==> src/rtl/msu_audio_player.sv <==
// MSU-1 audio player: buffers HPS stereo PCM words, paces them out at the sample rate
// with volume applied, and either loops back to the track loop point or stops at end of data.
module msu_audio_player #(
   parameter int CLK_HZ     = 21477270,
   parameter int SAMPLE_HZ  = 44100,
   parameter int FIFO_DEPTH = 16,
   parameter int FILL_LEVEL = 8
) (
   input  logic        CLK,
   input  logic        RESET,
   input  logic        TRIG_PLAY,
   input  logic        TRACK_MOUNTING,
   input  logic        TRACK_MISSING,
   input  logic        PLAYING,
   input  logic        REPEAT,
   input  logic [7:0]  VOLUME,
   input  logic [31:0] LOOP_POINT,
   input  logic [31:0] DATA_WORD,
   input  logic        DATA_VALID,
   output logic        DATA_READY,
   input  logic        END_OF_DATA,
   output logic        SEEK_REQ,
   output logic [31:0] SEEK_SAMPLE,
   input  logic        SEEK_ACK,
   output logic [15:0] SAMPLE_L,
   output logic [15:0] SAMPLE_R,
   output logic        SAMPLE_STB,
   output logic        STOPPED,
   output logic        UNDERRUN
);

   localparam int AW = $clog2(FIFO_DEPTH);
   localparam int CW = AW + 1;
   localparam logic [31:0]   SAMPLE_INC = 32'(SAMPLE_HZ);
   localparam logic [31:0]   CLK_MOD    = 32'(CLK_HZ);
   localparam logic [CW-1:0] DEPTH_C    = CW'(FIFO_DEPTH);
   localparam logic [CW-1:0] FILL_C     = CW'(FILL_LEVEL);

   typedef enum logic [2:0] {
      ST_IDLE,
      ST_MOUNT,
      ST_FILL,
      ST_PLAY,
      ST_SEEK
   } state_t;

   state_t        state;
   logic [31:0]   acc;
   logic [31:0]   acc_sum;
   logic          tick;
   logic [31:0]   mem [FIFO_DEPTH];
   logic [AW-1:0] wr_ptr;
   logic [AW-1:0] rd_ptr;
   logic [CW-1:0] count;
   logic          fifo_empty;
   logic          fifo_full;
   logic          push;
   logic          pop;
   logic          eot;
   logic          underrun_tick;
   logic [31:0]   head_word;

   // Signed 16x9 product; the arithmetic shift floors toward minus infinity.
   function automatic logic [15:0] apply_volume(input logic signed [15:0] s,
                                                input logic [7:0] vol);
      logic signed [24:0] prod;
      prod = 25'(s) * 25'($signed({1'b0, vol}));
      return 16'(prod >>> 8);
   endfunction

   assign acc_sum       = acc + SAMPLE_INC;
   assign tick          = (acc_sum >= CLK_MOD);
   assign fifo_empty    = (count == '0);
   assign fifo_full     = (count == DEPTH_C);
   assign DATA_READY    = ((state == ST_FILL) || (state == ST_PLAY)) && !fifo_full;
   assign push          = DATA_VALID && DATA_READY;
   assign pop           = (state == ST_PLAY) && tick && PLAYING && !fifo_empty;
   assign eot           = ((state == ST_FILL) || (state == ST_PLAY)) && fifo_empty && END_OF_DATA;
   assign underrun_tick = (state == ST_PLAY) && tick && PLAYING && fifo_empty && !END_OF_DATA;
   assign head_word     = mem[rd_ptr];

   always_ff @(posedge CLK) begin
      if (push) mem[wr_ptr] <= DATA_WORD;
   end

   always_ff @(posedge CLK) begin
      if (RESET) begin
         state       <= ST_IDLE;
         acc         <= '0;
         wr_ptr      <= '0;
         rd_ptr      <= '0;
         count       <= '0;
         SEEK_REQ    <= 1'b0;
         SEEK_SAMPLE <= '0;
         SAMPLE_L    <= '0;
         SAMPLE_R    <= '0;
         SAMPLE_STB  <= 1'b0;
         STOPPED     <= 1'b0;
         UNDERRUN    <= 1'b0;
      end else begin
         acc        <= tick ? (acc_sum - CLK_MOD) : acc_sum;
         SAMPLE_STB <= tick;
         STOPPED    <= 1'b0;
         UNDERRUN   <= 1'b0;
         // Every tick strobes; it carries silence unless a word is popped below.
         if (tick) begin
            SAMPLE_L <= '0;
            SAMPLE_R <= '0;
         end
         if (TRIG_PLAY) begin
            wr_ptr   <= '0;
            rd_ptr   <= '0;
            count    <= '0;
            SEEK_REQ <= 1'b0;
            SAMPLE_L <= '0;
            SAMPLE_R <= '0;
            state    <= ST_MOUNT;
         end else begin
            if (push) wr_ptr <= wr_ptr + AW'(1);
            if (pop) begin
               rd_ptr   <= rd_ptr + AW'(1);
               SAMPLE_L <= apply_volume(head_word[15:0], VOLUME);
               SAMPLE_R <= apply_volume(head_word[31:16], VOLUME);
            end
            if (push && !pop)      count <= count + CW'(1);
            else if (pop && !push) count <= count - CW'(1);
            if (underrun_tick) UNDERRUN <= 1'b1;

            case (state)
               ST_MOUNT: begin
                  if (!TRACK_MOUNTING) state <= TRACK_MISSING ? ST_IDLE : ST_FILL;
               end
               ST_FILL, ST_PLAY: begin
                  if (eot) begin
                     if (REPEAT) begin
                        SEEK_REQ    <= 1'b1;
                        SEEK_SAMPLE <= LOOP_POINT;
                        state       <= ST_SEEK;
                     end else begin
                        STOPPED <= 1'b1;
                        state   <= ST_IDLE;
                     end
                  end else if (state == ST_FILL &&
                               (count >= FILL_C || (END_OF_DATA && !fifo_empty))) begin
                     state <= ST_PLAY;
                  end
               end
               ST_SEEK: begin
                  if (SEEK_ACK) begin
                     SEEK_REQ <= 1'b0;
                     state    <= ST_FILL;
                  end
               end
               default: ;
            endcase
         end
      end
   end

endmodule

==> config.mk <==
export PLATFORM = sky130hd
export DESIGN_NAME = msu_audio_player
export DESIGN_NICKNAME = d
export VERILOG_FILES = /design/src/rtl/msu_audio_player.sv
export SDC_FILE = /design/constraint.sdc
export NUM_CORES = 1
export LEC_CHECK = 0
export BUFFER_PORTS_ARGS = -buffer_cell sky130_fd_sc_hd__buf_2
export CORE_UTILIZATION = 42
export DETAILED_ROUTE_END_ITERATION = 6
export GPL_TIMING_DRIVEN = 0
export SLEW_MARGIN = 20
export SYNTH_ARGS = -nofsm -noshare
export SYNTH_HDL_FRONTEND = slang
export SYNTH_SLANG_ARGS = --single-unit
==> constraint.sdc <==
create_clock -name CLK -period 8.5 [get_ports CLK]
set_input_delay 0.85 -clock CLK [delete_from_list [all_inputs] [get_ports CLK]]
set_output_delay 0.85 -clock CLK [all_outputs]
set_load 0.02 [all_outputs]
Yosys cells after proc, flatten, opt, wreduce, memory -nomap -nowiden
Memories as Yosys holds them, arrays and structs flattened. A register that Yosys moved wholly into a read port is not among the register bits.
Index checks and enable logic that the tools add are counted.
{"block": "totals", "word_cells": 97, "output_inout_bits": 69, "ramBits": 512, "ff_bits": 116, "n_memories": 1}
{"name": "mem", "depth": 16, "width": 32, "rd": 1, "rd_ports_with_merged_regs": 1, "wr": 1, "line_no": "51", "rtl": "logic [31:0] mem [FIFO_DEPTH];"}
{"block": "op_classes", "order_cmp": 2, "n_bitwise": 3, "muxes": 24, "n_eq_ne": 13, "multipliers": 2, "reduce_logical": 33, "add_sub_neg": 6}
{"op": "16-bit by 9-bit multiplier with 24-bit output", "n": 2}
{"op": "16-bit two-way mux", "n": 3}
{"op": "32-bit by 16-bit adder with 32-bit output (second input constant)", "n": 1}
{"op": "32-bit by 25-bit >= comparator with 1-bit output (second input constant)", "n": 1}
{"op": "32-bit two-way mux", "n": 1}
{"op": "32-bit by 25-bit subtractor with 32-bit output (second input constant)", "n": 1}
{"op": "4-bit AND reduction", "n": 4}
{"op": "3-bit two-way mux", "n": 5}
{"op": "1-bit logical AND", "n": 13}
{"op": "5-bit two-way mux", "n": 2}
{"op": "3-bit != test (second input constant)", "n": 3}
{"op": "3-bit case mux with 3 select lines", "n": 1}
{"op": "4-bit by 1-bit adder with 4-bit output (second input constant)", "n": 2}
{"op": "1-bit two-way mux", "n": 8}
{"op": "4-bit two-way mux", "n": 2}
{"op": "2-bit != test (second input constant)", "n": 4}
{"op": "3-bit by 2-bit equality test with 1-bit output (second input constant)", "n": 2}
{"op": "2-bit nonzero test", "n": 3}
{"op": "5-bit by 1-bit adder with 5-bit output (second input constant)", "n": 1}
{"op": "5-bit equality test (second input constant)", "n": 1}
{"op": "5-bit by 4-bit >= comparator with 1-bit output (second input constant)", "n": 1}
{"op": "1-bit zero test", "n": 5}
{"op": "5-bit zero test", "n": 1}
{"op": "5-bit by 1-bit subtractor with 5-bit output (second input constant)", "n": 1}
{"op": "other kinds (11)", "n": 15}

Longest topological paths before layout
{"block": "depth", "ltp_word": 9, "ltp_mapped": 25, "mapped_depth_nobuf": 23}

Worst setup path before layout
No wires, ideal clock.
{"block": "synth_timing", "path_kind": "register to register", "startpoint": "register (tool-made name)", "endpoint": "register SAMPLE_R[15]", "synth_period_minus_slack_ns": 7.173, "path_stages_with_launch": 26, "setup_slack_ns": 1.327, "setup_ns": 0.117, "n_path_buf": 4, "t_arrival_ns": 7.056, "path_cell_list": "dfxtp_1 > buf_2 > buf_4 > buf_1 > buf_1 > mux4_2 > mux4_2 > and2_1 > fa_1 > inv_1 > fa_1 > inv_1 > fa_1 > inv_1 > fa_1 > inv_1 > ha_1 > o21a_1 > nor2_1 > or4_1 > nor4_1 > o211ai_1 > a211oi_1 > a2111oi_2 > xnor2_1 > a22o_1"}
{"item": "end signal: assignment", "line_no": "123", "rtl": "SAMPLE_R <= apply_volume(head_word[31:16], VOLUME);"}
{"item": "end: declaration", "line_no": "26", "rtl": "output logic [15:0] SAMPLE_R,"}

==> summary.md <==
| Metric | Value |
|---|---|
| Buf/Inv on CP | `4` |
| Crit end category | `register` |
| Cells on worst reg2reg path | `21` |
| Initial antenna violation count | `5` |
| Hold Path Depth | `2` |
| R2r setup slk | `330 ps` |
| Post-detailed-route DRC marker count | `0` |
| Die W | `285 um` |
| Worst Setup Path Type | `reg2reg` |
| Area Overhead vs Synth | `14.9%` |
| HP Class | `in2reg` |
| Synth Flop Type | `edfxtp_1` |
| Outcome | `completed` |
| Max VDD drop | `0.000178 V` |
| Worst skew pair latency | `650 ps` |
| Worst Tran Pin Value | `1020 ps` |
| Minimum hold slack | `441 ps` |
| Synth warn | `0` |
| Post-Syn Area | `0.0337 mm2` |
| Hold Buf Count CTS | `0` |
| Netlist cell types | `90` |
| Num ports | `151` |
| Clock buffer depth | `3` |
| Critical path required time | `9060 ps` |
| Number of global-route vias before repair | `21800` |
| Drt pass-1 iters | `5` |
| Sink Count | `631` |
| H-tree levels | `3` |
| Setup Skew | `53.6 ps` |
| # nets final | `3076` |
| Final setup fails | `0` |
| Critical Path Most Common Cell | `fa_1` |
| Post-synth ARST share | `0%` |
| Final Power | `8.89 mW` |
| DR vias | `20900` |
| First-pass GRT wire length | `132000 um` |
| CP max stage cell | `clkbuf_1` |
| Initial DRC count | `1742` |
| Via/cell ratio | `5.48` |
| Slew Limit Headroom | `31.9%` |
| Power Dens Cells | `229 mW/mm2` |
| Fin util | `48.9%` |
| Final min period | `8170 ps` |
| Post-Route WL | `85900 um` |
| Arr. time, crit path | `8730 ps` |
| Synth Instances | `2442` |
| Avg WL per Cell | `22.6 um` |
| Layout cells sized above 1 | `19.8%` |
| Post-synth EDFFs | `512` |
| Final setup TNS | `0 ps` |
| Worst-path cell chain | `clkbuf_2 > clkbuf_2 > clkbuf_1 > mux4_2 > mux4_2 > nand2_1 > fa_1 > inv_1 > fa_1 > ha_1 > fa_1 > ha_1 > nand4_1 > or4b_2 > o2bb2a_1 > o2111ai_1 > a2111oi_2 > o31ai_1 > a21oi_1 > xnor2_1 > a22o_1` |
| Row count | `103` |
| Final hold viol count | `0` |
| Most frequent cells in the layout | `edfxtp_1, inv_1, nand2_1, fa_1, buf_2` |
| Routability cong. | `0.871` |
| Most common cell after layout, fill and taps aside | `edfxtp_1` |
| DP Worst Slack | `-519 ps` |
| Clock transition at the registers of the reported paths | `60 ps` |
| Overflow after GRT | `0` |
| Largest net degree at the start of global routing | `20` |
| Starting density of the core | `42.6%` |
| Syn_nets | `2821` |
| LEAKAGE | `14.5 nW` |
| CTS tree | `done` |
| # port buffers | `147` |
| Startpoint types | `register` |
| Hold path endpoint | `STOPPED$_SDFF_PP0_` |
| RSZ-0062 raised after global routing | `false` |
| Number of buffers created by CTS | `70` |
| Delay-heaviest family, CP | `adder cells` |
| Die area | `0.0814 mm2` |
| HP Start | `REPEAT` |
| All-layer global routing usage | `21.4%` |
| Post-route setup slack | `330 ps` |
| CP max FO | `10` |
| Critical R2R Capture | `SAMPLE_L[15]$_SDFFE_PP0P_` |
| Die H | `285 um` |
| Sequential area share after synthesis | `52.6%` |
| Pins over their slew limit | `0` |
| Peak Freq | `122 MHz` |
| Maxcap violations | `0` |
| Mean Syn Cell Area | `13.8 um2` |
| Synthesis-stage register bit count | `631` |
| CTS Root Cell | `clkbuf_16` |
| Final period utilization | `96.1%` |
| DP Wirelength | `62600 um` |
| Max stage delay on crit path | `660 ps` |
| CORE AREA | `0.0793 mm2` |
| Routed Antenna Nets | `0` |
## kinds of logic after synthesis
group / count (synthesis) / synth area share [%]
adders and majority gates: 297 / 15.4
DFF: 631 / 52.6
AOI/OAI and AO/OA: 250 / 5.28
xor gates and xnor gates: 90 / 2.38
and+or+nand+nor: 617 / 8.91
muxes: 169 / 10.8
buffers and inverters: 388 / 4.52
## power breakdown
group | internal, mW | switching, mW | leakage, nW | total (mW)
logic | 1.01 | 1.52 | 7.84 | 2.53
registers | 3.41 | 0.0742 | 5.57 | 3.48
clock network | 1.60 | 1.27 | 1.06 | 2.87
## area by class of cell
class	count	area, um2
Fill cell	6851	40500
Buffer	107	539
Multi-Input combinational cell	1423	14600
Clock buffer	87	1850
Timing Repair Buffer	185	1330
Tap cell	1050	1310
Sequential cell	631	17800
Antenna cell	1	2.50
Clock inverter	42	369
Inverter	279	1050
## synth_stat cells, drive strengths merged, types with 4 or more instances
| master | number | area share (%) |
|---|---|---|
| nand2 | 253 | 2.8 |
| or2 | 10 | 0.19 |
| nand2b | 7 | 0.13 |
| buf | 44 | 0.69 |
| o31ai | 7 | 0.16 |
| a311oi | 5 | 0.18 |
| fa | 199 | 12 |
| and2 | 108 | 2.0 |
| nand3 | 19 | 0.32 |
| a211oi | 10 | 0.24 |
| nand4 | 15 | 0.32 |
| nor3 | 16 | 0.29 |
| a31o | 4 | 0.10 |
| o21a | 4 | 0.089 |
| a22o | 14 | 0.36 |
| o211ai | 7 | 0.16 |
| and3 | 18 | 0.35 |
| a21oi | 86 | 1.3 |
| a32oi | 4 | 0.16 |
| xor2 | 27 | 0.70 |
| a21boi | 4 | 0.10 |
| dfxtp | 119 | 7.1 |
| clkbuf | 65 | 0.73 |
| or4 | 5 | 0.11 |
| a21o | 12 | 0.27 |
| nor3b | 5 | 0.11 |
| mux2 | 4 | 0.13 |
| nor4 | 13 | 0.24 |
| inv | 279 | 3.1 |
| nor2b | 11 | 0.20 |
| o21bai | 4 | 0.10 |
| a22oi | 15 | 0.33 |
| or3 | 12 | 0.24 |
| mux4 | 156 | 10 |
| edfxtp | 512 | 46 |
| ha | 98 | 3.6 |
| o21ai | 24 | 0.37 |
| and4 | 4 | 0.10 |
| a31oi | 23 | 0.52 |
| xnor2 | 63 | 1.7 |
| mux2i | 9 | 0.27 |
| nor2 | 114 | 1.3 |
## worst max path at each step
stage,startpoint,endpoint,slack [ps],cells past startpoint
after floorplan,register,SAMPLE_R[15]$_SDFFE_PP0P_,1330,25
after global placement,register,SAMPLE_R[13]$_SDFFE_PP0P_,-520,25
after detailed placement,register,SAMPLE_R[13]$_SDFFE_PP0P_,-520,25
after CTS,register,SAMPLE_R[13]$_SDFFE_PP0P_,40,24
after global routing,register,SAMPLE_L[15]$_SDFFE_PP0P_,70,21
final,register,SAMPLE_L[15]$_SDFFE_PP0P_,330,21
## state kept, by name, indices dropped and copies added, names as in the netlist, 3 cells and up, named ones only
name,cells
acc,31
SAMPLE_L,16
state,3
rd_ptr,4
SAMPLE_R,16
wr_ptr,4
mem,512
SEEK_SAMPLE,32
count,5
## metal layers
layer	vias up	global-route usage, %	share of wire [%]
li1	9217	-	-
met1	10900	29.2	44
met2	600	35.8	49
met3	112	3.15	5.4
met4	4	5.96	2.0
met5	-	0	0.031
## per-stage QoR
| stage | cells | instance area, um2 |
|---|---|---|
| floorplan | 2442 | 33700 |
| global placement | 3639 | 35800 |
| detailed placement | 3677 | 36500 |
| CTS | 3805 | 38800 |
| global route | 3805 | 38800 |
| finish | 3805 | 38800 |
## repair_timing
action / 4_1_cts / 5_1_grt
gates resized for setup: 19 / 11
setup buffers: 0 / 0
endpoints found under the setup margin: 15 / 7
cloned: 0 / 0
hold endpoints to repair: 0 / 0
Note: power is estimated with default switching activity, not from simulation.
